<file path="src/rtl/hazard_sched_if.sv">
// Hazard scheduler bus: ID/EX/MEM register fields in, pipeline control out.
//
// Handshake: none. Every signal is a level that is valid for the whole
// cycle; the master presents pipeline fields and samples the control
// outputs combinationally in the same cycle, and the effect of the controls
// lands on the next rising clock edge.
interface hazard_sched_if #(
  parameter int REG_W = 5
);
  logic [REG_W-1:0] ID_Rs;
  logic [REG_W-1:0] ID_Rt;
  logic             ID_usesRt;
  logic             ID_branch;
  logic             ID_branch_taken;
  logic             ID_jump;
  logic             EX_memread;
  logic             EX_regwrite;
  logic [REG_W-1:0] EX_dst;
  logic             MEM_memread;
  logic [REG_W-1:0] MEM_Rt;
  logic             pc_write;
  logic             IF_ID_write;
  logic             flush_ID_EX;
  logic             flush_IF_ID;
  logic             stall_active;

  // Pipeline side: drives register fields, consumes control.
  modport master (
    output ID_Rs, ID_Rt, ID_usesRt, ID_branch, ID_branch_taken, ID_jump,
           EX_memread, EX_regwrite, EX_dst, MEM_memread, MEM_Rt,
    input  pc_write, IF_ID_write, flush_ID_EX, flush_IF_ID, stall_active
  );

  // Scheduler side.
  modport slave (
    input  ID_Rs, ID_Rt, ID_usesRt, ID_branch, ID_branch_taken, ID_jump,
           EX_memread, EX_regwrite, EX_dst, MEM_memread, MEM_Rt,
    output pc_write, IF_ID_write, flush_ID_EX, flush_IF_ID, stall_active
  );
endinterface

</file>
<file path="src/rtl/hazard_sched.sv">
// Hazard scheduler for the 5-stage pipeline. Detects load-use and
// branch-operand hazards, sequences multi-cycle stalls (RUN/HOLD FSM) and
// issues IF/ID flushes for taken branches and jumps.
// Optional build macro HAZARD_STATS_EN adds saturating stall/flush counters.
// stall_active mirrors the FSM state (1 = HOLD) for observation.
module hazard_sched #(
  parameter int REG_W     = 5,
  parameter int CNT_W     = 16,
  parameter int MAX_STALL = 3
) (
  input  logic             clk,
  input  logic             rst_n,
  hazard_sched_if.slave    hz
`ifdef HAZARD_STATS_EN
  ,
  output logic [CNT_W-1:0] stall_cycles,
  output logic [CNT_W-1:0] flush_count
`endif
);

  typedef enum logic {ST_RUN = 1'b0, ST_HOLD = 1'b1} state_e;

  state_e               state_q, state_d;
  logic [MAX_STALL-1:0] rem_q, rem_d;
  logic [MAX_STALL-1:0] need_n;
  logic                 ex_hit;
  logic                 mem_hit;

  // A producer register matches when it is non-zero and is read by ID.
  function automatic logic srcmatch(input logic [REG_W-1:0] x,
                                    input logic [REG_W-1:0] rs,
                                    input logic [REG_W-1:0] rt,
                                    input logic             uses_rt);
    return (x != '0) && ((x == rs) || (uses_rt && (x == rt)));
  endfunction

  // Hazard detection: required stall length, largest applicable wins.
  always_comb begin
    ex_hit  = srcmatch(hz.EX_dst, hz.ID_Rs, hz.ID_Rt, hz.ID_usesRt);
    mem_hit = srcmatch(hz.MEM_Rt, hz.ID_Rs, hz.ID_Rt, hz.ID_usesRt);
    need_n  = '0;
    if (!hz.ID_branch && hz.EX_memread && ex_hit)
      need_n = MAX_STALL'(1);
    if (hz.ID_branch && hz.MEM_memread && mem_hit)
      need_n = MAX_STALL'(1);
    if (hz.ID_branch && hz.EX_regwrite && !hz.EX_memread && ex_hit)
      need_n = MAX_STALL'(1);
    // Branches compare in ID, so a load still in EX needs two bubbles.
    if (hz.ID_branch && hz.EX_memread && ex_hit)
      need_n = MAX_STALL'(2);
  end

  // State and remaining-stall register.
  always_ff @(posedge clk or negedge rst_n) begin
    if (!rst_n) begin
      state_q <= ST_RUN;
      rem_q   <= '0;
    end else begin
      state_q <= state_d;
      rem_q   <= rem_d;
    end
  end

  // Next state and pipeline controls; outputs are combinational.
  always_comb begin
    state_d         = state_q;
    rem_d           = rem_q;
    hz.pc_write     = 1'b1;
    hz.IF_ID_write  = 1'b1;
    hz.flush_ID_EX  = 1'b0;
    hz.flush_IF_ID  = 1'b0;
    hz.stall_active = 1'b0;
    case (state_q)
      ST_RUN: begin
        if (need_n != '0) begin
          // First stall cycle; a pending branch/jump flush waits for release.
          hz.pc_write    = 1'b0;
          hz.IF_ID_write = 1'b0;
          hz.flush_ID_EX = 1'b1;
          if (need_n >= MAX_STALL'(2)) begin
            state_d = ST_HOLD;
            rem_d   = need_n - MAX_STALL'(1);
          end
        end else begin
          hz.flush_IF_ID = (hz.ID_branch && hz.ID_branch_taken) || hz.ID_jump;
        end
      end
      ST_HOLD: begin
        // Inputs ignored; keep bubbling until the count runs out.
        hz.pc_write     = 1'b0;
        hz.IF_ID_write  = 1'b0;
        hz.flush_ID_EX  = 1'b1;
        hz.stall_active = 1'b1;
        if (rem_q <= MAX_STALL'(1)) begin
          state_d = ST_RUN;
          rem_d   = '0;
        end else begin
          rem_d = rem_q - MAX_STALL'(1);
        end
      end
      default: begin
        state_d = ST_RUN;
        rem_d   = '0;
      end
    endcase
  end

`ifdef HAZARD_STATS_EN
  // Saturating statistics: stalled cycles and IF/ID flushes.
  always_ff @(posedge clk or negedge rst_n) begin
    if (!rst_n) begin
      stall_cycles <= '0;
      flush_count  <= '0;
    end else begin
      if (!hz.pc_write && (stall_cycles != '1))
        stall_cycles <= stall_cycles + CNT_W'(1);
      if (hz.flush_IF_ID && (flush_count != '1))
        flush_count <= flush_count + CNT_W'(1);
    end
  end
`else
  // Counter width only matters when statistics are built in.
  if (CNT_W < 1) begin : g_cnt_w_unused
  end
`endif

endmodule

</file>
<file path="src/flat_wrapper.sv">
// flat-port wrapper written by rule: the top's interface ports become plain ports
module hazard_sched_flat 
#(
  parameter int REG_W     = 5,
  parameter int CNT_W     = 16,
  parameter int MAX_STALL = 3
)
  (clk, rst_n, hz_ID_Rs, hz_ID_Rt, hz_ID_usesRt, hz_ID_branch, hz_ID_branch_taken, hz_ID_jump, hz_EX_memread, hz_EX_regwrite, hz_EX_dst, hz_MEM_memread, hz_MEM_Rt, hz_pc_write, hz_IF_ID_write, hz_flush_ID_EX, hz_flush_IF_ID, hz_stall_active);
  hazard_sched_if #(.REG_W(REG_W)) hz_i ();
  input  logic clk;
  input  logic rst_n;
  input wire logic [$bits(hz_i.ID_Rs)-1:0] hz_ID_Rs;
  input wire logic [$bits(hz_i.ID_Rt)-1:0] hz_ID_Rt;
  input wire logic [$bits(hz_i.ID_usesRt)-1:0] hz_ID_usesRt;
  input wire logic [$bits(hz_i.ID_branch)-1:0] hz_ID_branch;
  input wire logic [$bits(hz_i.ID_branch_taken)-1:0] hz_ID_branch_taken;
  input wire logic [$bits(hz_i.ID_jump)-1:0] hz_ID_jump;
  input wire logic [$bits(hz_i.EX_memread)-1:0] hz_EX_memread;
  input wire logic [$bits(hz_i.EX_regwrite)-1:0] hz_EX_regwrite;
  input wire logic [$bits(hz_i.EX_dst)-1:0] hz_EX_dst;
  input wire logic [$bits(hz_i.MEM_memread)-1:0] hz_MEM_memread;
  input wire logic [$bits(hz_i.MEM_Rt)-1:0] hz_MEM_Rt;
  output wire logic [$bits(hz_i.pc_write)-1:0] hz_pc_write;
  output wire logic [$bits(hz_i.IF_ID_write)-1:0] hz_IF_ID_write;
  output wire logic [$bits(hz_i.flush_ID_EX)-1:0] hz_flush_ID_EX;
  output wire logic [$bits(hz_i.flush_IF_ID)-1:0] hz_flush_IF_ID;
  output wire logic [$bits(hz_i.stall_active)-1:0] hz_stall_active;
  assign hz_i.ID_Rs = hz_ID_Rs;
  assign hz_i.ID_Rt = hz_ID_Rt;
  assign hz_i.ID_usesRt = hz_ID_usesRt;
  assign hz_i.ID_branch = hz_ID_branch;
  assign hz_i.ID_branch_taken = hz_ID_branch_taken;
  assign hz_i.ID_jump = hz_ID_jump;
  assign hz_i.EX_memread = hz_EX_memread;
  assign hz_i.EX_regwrite = hz_EX_regwrite;
  assign hz_i.EX_dst = hz_EX_dst;
  assign hz_i.MEM_memread = hz_MEM_memread;
  assign hz_i.MEM_Rt = hz_MEM_Rt;
  assign hz_pc_write = hz_i.pc_write;
  assign hz_IF_ID_write = hz_i.IF_ID_write;
  assign hz_flush_ID_EX = hz_i.flush_ID_EX;
  assign hz_flush_IF_ID = hz_i.flush_IF_ID;
  assign hz_stall_active = hz_i.stall_active;
  hazard_sched #(.REG_W(REG_W), .CNT_W(CNT_W), .MAX_STALL(MAX_STALL)) u_core (.clk(clk), .rst_n(rst_n), .hz(hz_i));
endmodule
</file>
<file path="config.mk">
export PLATFORM = sky130hd
export DESIGN_NAME = hazard_sched_flat
export DESIGN_NICKNAME = d
export VERILOG_FILES = /design/src/rtl/hazard_sched_if.sv /design/src/rtl/hazard_sched.sv /design/src/flat_wrapper.sv
export SDC_FILE = /design/constraint.sdc
export NUM_CORES = 1
export LEC_CHECK = 0
export CAP_MARGIN = 20
export CORE_MARGIN = 2
export CORE_UTILIZATION = 38
export DETAILED_ROUTE_END_ITERATION = 6
export GPL_TIMING_DRIVEN = 0
export PLACE_DENSITY = 0.9
export SETUP_SLACK_MARGIN = 0.02
export SLEW_MARGIN = 20
export SYNTH_ARGS = -nofsm -noshare
export SYNTH_HDL_FRONTEND = slang
export SYNTH_SLANG_ARGS = --single-unit
</file>
<file path="constraint.sdc">
create_clock -name clk -period 3.3 [get_ports clk]
set_input_delay 0.66 -clock clk [delete_from_list [all_inputs] [get_ports clk]]
set_output_delay 0.66 -clock clk [all_outputs]
set_load 0.05 [all_outputs]
</file>
* After elaboration in Yosys (flattened, before gate mapping)
Cells that the tools add are included.
** Word-level totals
- Bits in registers :: 4
- Logic and storage cells :: 55
- Output and inout bits :: 5
- Bits of input ports :: 29
** Operators by class
- Equality and inequality tests :: 6
- $lt $le $gt $ge :: 2
- Reductions and logical operators :: 23
- Add/subtract/negate cells :: 2
- Muxes and demuxes :: 19
- Bitwise gates (word level) :: 1
** Operators by type and width (number)
- == test 5 bit :: 4
- 2-to-1 mux 3 bit :: 6
- logical AND 1 bit :: 14
- nonzero test 5 bit :: 2
- 2-to-1 mux 1 bit :: 9
- case mux 1 bit (2 select lines) :: 3
- case mux 3 bit (2 select lines) :: 1
- subtractor 3 x 1 -> 3 bit, second input constant :: 2
- inequality test 2 x 1 -> 1 bit, second input constant :: 2
- greater-or-equal comparator 3 x 2 -> 1 bit, second input constant :: 1
- less-or-equal comparator 3 x 1 -> 1 bit, second input constant :: 1
- logical OR 1 bit :: 3
- nonzero test 3 bit :: 1
- zero test 1 bit :: 2
- AND reduction 2 bit :: 1
- inverter 1 bit :: 1

* Longest topological paths before layout
- Depth after elaboration :: 13
- Gate-level depth with buffers :: 6
- Mapped depth without buffers :: 6

* Worst setup path after synthesis
Ideal clock, no wire load.
- Kind :: input -> output
- From :: input port hz_EX_dst[0]
- To :: output port hz_flush_ID_EX
- Cell stages on the path :: 5
- Path buffers :: 0
- Arrival time :: 2683 ps
- Required time :: 2640 ps
- Setup slack :: -43 ps
- Cell sequence :: or4_1 nor2_1 nor2_1 a221oi_2 inv_1
** Between the ends
- Word-level cells in the longest chain between the ends :: 12
- Elaborated cells on any way between the ends :: 16
- Those cells by class :: 2 x eq/ne; 6 x mux; 8 x reduce/logical
** RTL lines
- from (decl) :: RTL line flat_wrapper.sv:20 : input wire logic [$bits(hz_i.EX_dst)-1:0] hz_EX_dst;
- == test 5 bit :: RTL line hazard_sched.sv:34 : return (x != '0) && ((x == rs) || (uses_rt && (x == rt)));
- logical AND 1 bit :: RTL line hazard_sched.sv:34
- logical OR 1 bit :: RTL line hazard_sched.sv:34
- logical AND 1 bit (*) :: RTL line hazard_sched.sv:34
- logical AND 1 bit :: RTL line hazard_sched.sv:42 : if (!hz.ID_branch && hz.EX_memread && ex_hit)
- 2-to-1 mux 1 bit :: RTL line hazard_sched.sv:42
- 2-to-1 mux 3 bit :: RTL line hazard_sched.sv:44 : if (hz.ID_branch && hz.MEM_memread && mem_hit)
- 2-to-1 mux 3 bit :: RTL line hazard_sched.sv:46 : if (hz.ID_branch && hz.EX_regwrite && !hz.EX_memread && ex_hit)
- 2-to-1 mux 3 bit (*) :: RTL line hazard_sched.sv:49 : if (hz.ID_branch && hz.EX_memread && ex_hit)
- nonzero test 3 bit (*) :: RTL line hazard_sched.sv:75 : if (need_n != '0) begin
- 2-to-1 mux 1 bit (*) :: RTL line hazard_sched.sv:75
- case mux 1 bit (2 select lines) (*) :: RTL line hazard_sched.sv:73 : case (state_q)
- to (decl) :: RTL line flat_wrapper.sv:25 : output wire logic [$bits(hz_i.flush_ID_EX)-1:0] hz_flush_ID_EX;
Mark *: on every way between the ends. The rest lies on a longest branch, timed or not.

* Final worst setup path
- From :: input port hz_EX_dst[1]
- To :: output port hz_flush_IF_ID
** Between the ends
- Word-level cells in the longest chain between the ends :: 12
- Elaborated cells on any way between the ends :: 16
- Those cells by class :: 2 x eq/ne; 6 x mux; 8 x reduce/logical
** RTL lines
- == test 5 bit :: RTL line hazard_sched.sv:34
- logical AND 1 bit :: RTL line hazard_sched.sv:34
- logical OR 1 bit :: RTL line hazard_sched.sv:34
- logical AND 1 bit (*) :: RTL line hazard_sched.sv:34
- logical AND 1 bit :: RTL line hazard_sched.sv:42
- 2-to-1 mux 1 bit :: RTL line hazard_sched.sv:42
- 2-to-1 mux 3 bit :: RTL line hazard_sched.sv:44
- 2-to-1 mux 3 bit :: RTL line hazard_sched.sv:46
- 2-to-1 mux 3 bit (*) :: RTL line hazard_sched.sv:49
- nonzero test 3 bit (*) :: RTL line hazard_sched.sv:75
- 2-to-1 mux 1 bit (*) :: RTL line hazard_sched.sv:75
- 2-to-1 mux 1 bit (*) :: RTL line hazard_sched.sv:73
- to (decl) :: RTL line flat_wrapper.sv:26 : output wire logic [$bits(hz_i.flush_IF_ID)-1:0] hz_flush_IF_ID;
Marked as above.

==> summary.md <==
| Metric | Value |
|---|---|
| Status | finished, final reports clean |
| Post-synthesis area per instance | 8.46 um^2 |
| WHS | 501 ps |
| Ys flop type | dfrtp_1 |
| Synth top area share | about 30% |
| Hpwl dp | around 1300 um |
| Startpoint Class | input port |
| Root buf cell | clkbuf_4 |
| Achievable frequency | 0.314 GHz |
| Final WL | about 1500 um |
| Switching pwr | 0.117 mW |
| Mapped Nets | 93 |
| Place WS | -566 ps |
| Vias per inst | 5.11 |
| Synth Area in Simple Gates | approximately 17% |
| Ranking of synthesized cells by area | xnor2_1, dfrtp_1, ha_1 |
| P&R area growth vs syn | 72.1% |
| Main combinational cell family by area after synthesis | XOR/XNOR gates |
| Initial core utilization | 40.3% |
| IO Count | 34 |
| Initial DRC Count | 3 |
| Post-route minimum period | 3190 ps |
| Power density over the cells | between 300 and 400 nW/um^2 |
| Wirelength per Cell | ~14 um |
| RR Endpoint | u_core.rem_q[2]$_DFFE_PN0P_ |
| Antenna Diode Count | 0 |
| Leading area contributor after synthesis | xnor2_1 |
| WP data arrival | 2530 ps |
| Post-synthesis mux area share | 0% |
| Most frequent cell after synthesis | xnor2_1 |
| Final instance area | between 900 and 1000 um^2 |
| Critical R2R Launch | u_core.rem_q[1]$_DFFE_PN0P_ |
| Worst-Skew Late Latency | 230 ps |
| Antenna violations before repair | 0 |
| Flop-to-flop setup slack | about 1800 ps |
| Core box area | between 1000 and 1500 um^2 |
| Layout Skew | about 0.2 ps |
| WHS Endpoint | u_core.rem_q[1]$_DFFE_PN0P_ |
| Placed Area | 885 um^2 |
| H-tree Lvls | 1 |
| Largest net degree at the start of global routing | 7 |
| Die Area | 1690 um^2 |
| Max Cap Viol | 0 |
| Cells after synthesis | 62 |
| Nets | 131 |
| Worst hold path stage count | 1 |
| DR pass1 iterations | 4 |
| Total CTS buffers | 3 |
| Setup bufs post-CTS | 0 |
| Xor/xnor share of the synthesized area | between 30% and 40% |
| Die span in x | about 41 um |
| RSZ-0062 raised after global routing | no |
| Final Max Slew Viols | 0 |
| Synthesis-stage register bit count | 4 |
| Residual DRC | 0 |
| Maximum clock path buffer count | 2 |
| Tcrit/Tclk final | 96.6% |
| Vias | 577 |
| Peak VDD IR | 0.288 mV |
| Asr flop ratio synth | 100% |
| Total GRT Usage | 20.8% |
| Combinational Power Share | 56.9% |
| Syn Std Cell Area | approximately 520 um^2 |
| Port Buffers | 33 |
| Number of synthesized flops with an enable pin | 0 |
| Vias in the first global route | roughly 580 |
| Leak pwr | 0.346 nW |
| Synth cell types | 25 |
| Worst Path Required | 2640 ps |
| Synth Area in Compound Gates | 21.0% |
| Critical path type | input port to output pin |
| Antenna Nets Post-Route | 0 |
| # rows | 13 |
| Ys Warns | 0 |
| Min-delay worst type | register to register |
| Register area share after synthesis | 19.1% |
| Slew @ Worst Pin | roughly 500 ps |
| Final setup margin | around 110 ps |
| First-pass GRT wire length | about 2200 um |
| CTS tree | yes |
| Hold_sp | u_core.rem_q[1]$_DFFE_PN0P_ |
| Setup violators final | 0 |
| Remaining global-route overflow | 0 |
| Power Internal | a little under 0.2 mW |
| Final Hold Vio Count | 0 |
| Routability cong. | between 0.6 and 0.7 |
| Slew margin rel. | between 60% and 70% |
| Clock power frac | between 10% and 20% |
| Crit-path max FO | 4 |
| Adder-Cell Fraction of Synth Area | between 4 and 5% |
| Reg clk slew, reported paths | around 30 ps |
| R2R depth | 6 |
| Crit end category | output pin |
| Chip height | between 40 and 50 um |
| Sw frac | between 30% and 40% |
| Flop pwr share | between 20% and 30% |
| Fraction of layout cells with a size suffix above 1 | 13.3% |
| Clock Sinks | 4 |
[metal layers]
layer / share of wire (%) / up-vias / global-route usage [%] / wire, um
li1: - / 295 / - / -
met5: 0 / - / 0 / 0
met2: 50 / 27 / 34.8 / 770
met3: 8.6 / 4 / 7.07 / 132
met1: 39 / 251 / 20.3 / 600
met4: 2.4 / 0 / 17.7 / 37
[worst max-delay path, stage by stage]
cell and delay [ps]:
clkdlybuf4s50_1 470, or4_4 540, nor2_1 120, nor2_1 80, a221oi_4 310, and2b_2 200, buf_6 150
[worst max path at each step]
stage	startpoint	end	cells past startpoint
after floorplan	hz_EX_dst[0]	hz_flush_IF_ID	5
after CTS	hz_EX_dst[0]	hz_flush_IF_ID	7
after detailed placement	hz_EX_dst[0]	hz_flush_IF_ID	7
final	hz_EX_dst[1]	hz_flush_IF_ID	7
after global routing	hz_EX_dst[1]	hz_flush_IF_ID	7
after global placement	hz_EX_dst[0]	hz_flush_IF_ID	7
[flip-flops by register name (all words and copies together), names as in the netlist]
name	flops
u_core.state_q	1
u_core.rem_q	3
[power groups by stage]
stage	sequential (mW)	clock (mW)	combinational [mW]
global placement	0.0784	0	0.168
detailed placement	0.0794	0	0.181
global route	0.0817	0.0617	0.197
floorplan	0.0789	0	0.105
finish	0.0787	0.0572	0.179
CTS	0.0788	0.0607	0.178
[what timing repair did]
item	CTS	global route
pin swaps	0	1
cloned	0	0
hold endpoints to repair	0	0
hold buffers	0	0
resized for setup	22	3
setup endpoints to repair	4	4
[per-stage QoR]
stage	setup TNS (ps)	utilization [%]	instances	power (mW)
after floorplan	0	-	62	0.184
after global placement	-1810	68.0	110	0.247
after detailed placement	-1910	68.0	110	0.260
after CTS	0	68.6	113	0.318
after global routing	0	69.3	113	0.340
final	0	69.3	113	0.315
[placed cells by master, fill, tap and decap left out, types with 3 or more instances in the layout]
| cell | n |
|---|---|
| a21oi_1 | 4 |
| clkbuf_4 | 3 |
| clkdlybuf4s50_1 | 28 |
| dfrtp_1 | 4 |
| inv_1 | 4 |
| nand2_1 | 4 |
| nor2_1 | 4 |
| xnor2_1 | 18 |
[layout make-up]
type	instances	area, um^2
timing repair buffer	33	322
inverter	4	15.0
buffer	1	7.51
sequential	4	100
multi-input combinational	53	417
clock buffer	3	22.5
fill	98	399
tap	15	18.8
[cell families (layout without fill, tap and decap cells)]
| group | after synthesis | count (layout) |
|---|---|---|
| compound gates | 14 | 14 |
| xor+xnor | 20 | 20 |
| fa+ha+maj | 2 | 2 |
| buf+inv | 5 | 41 |
| flops | 4 | 4 |
| simple gates | 17 | 17 |
No activity file was read; power rests on OpenSTA's default activity.
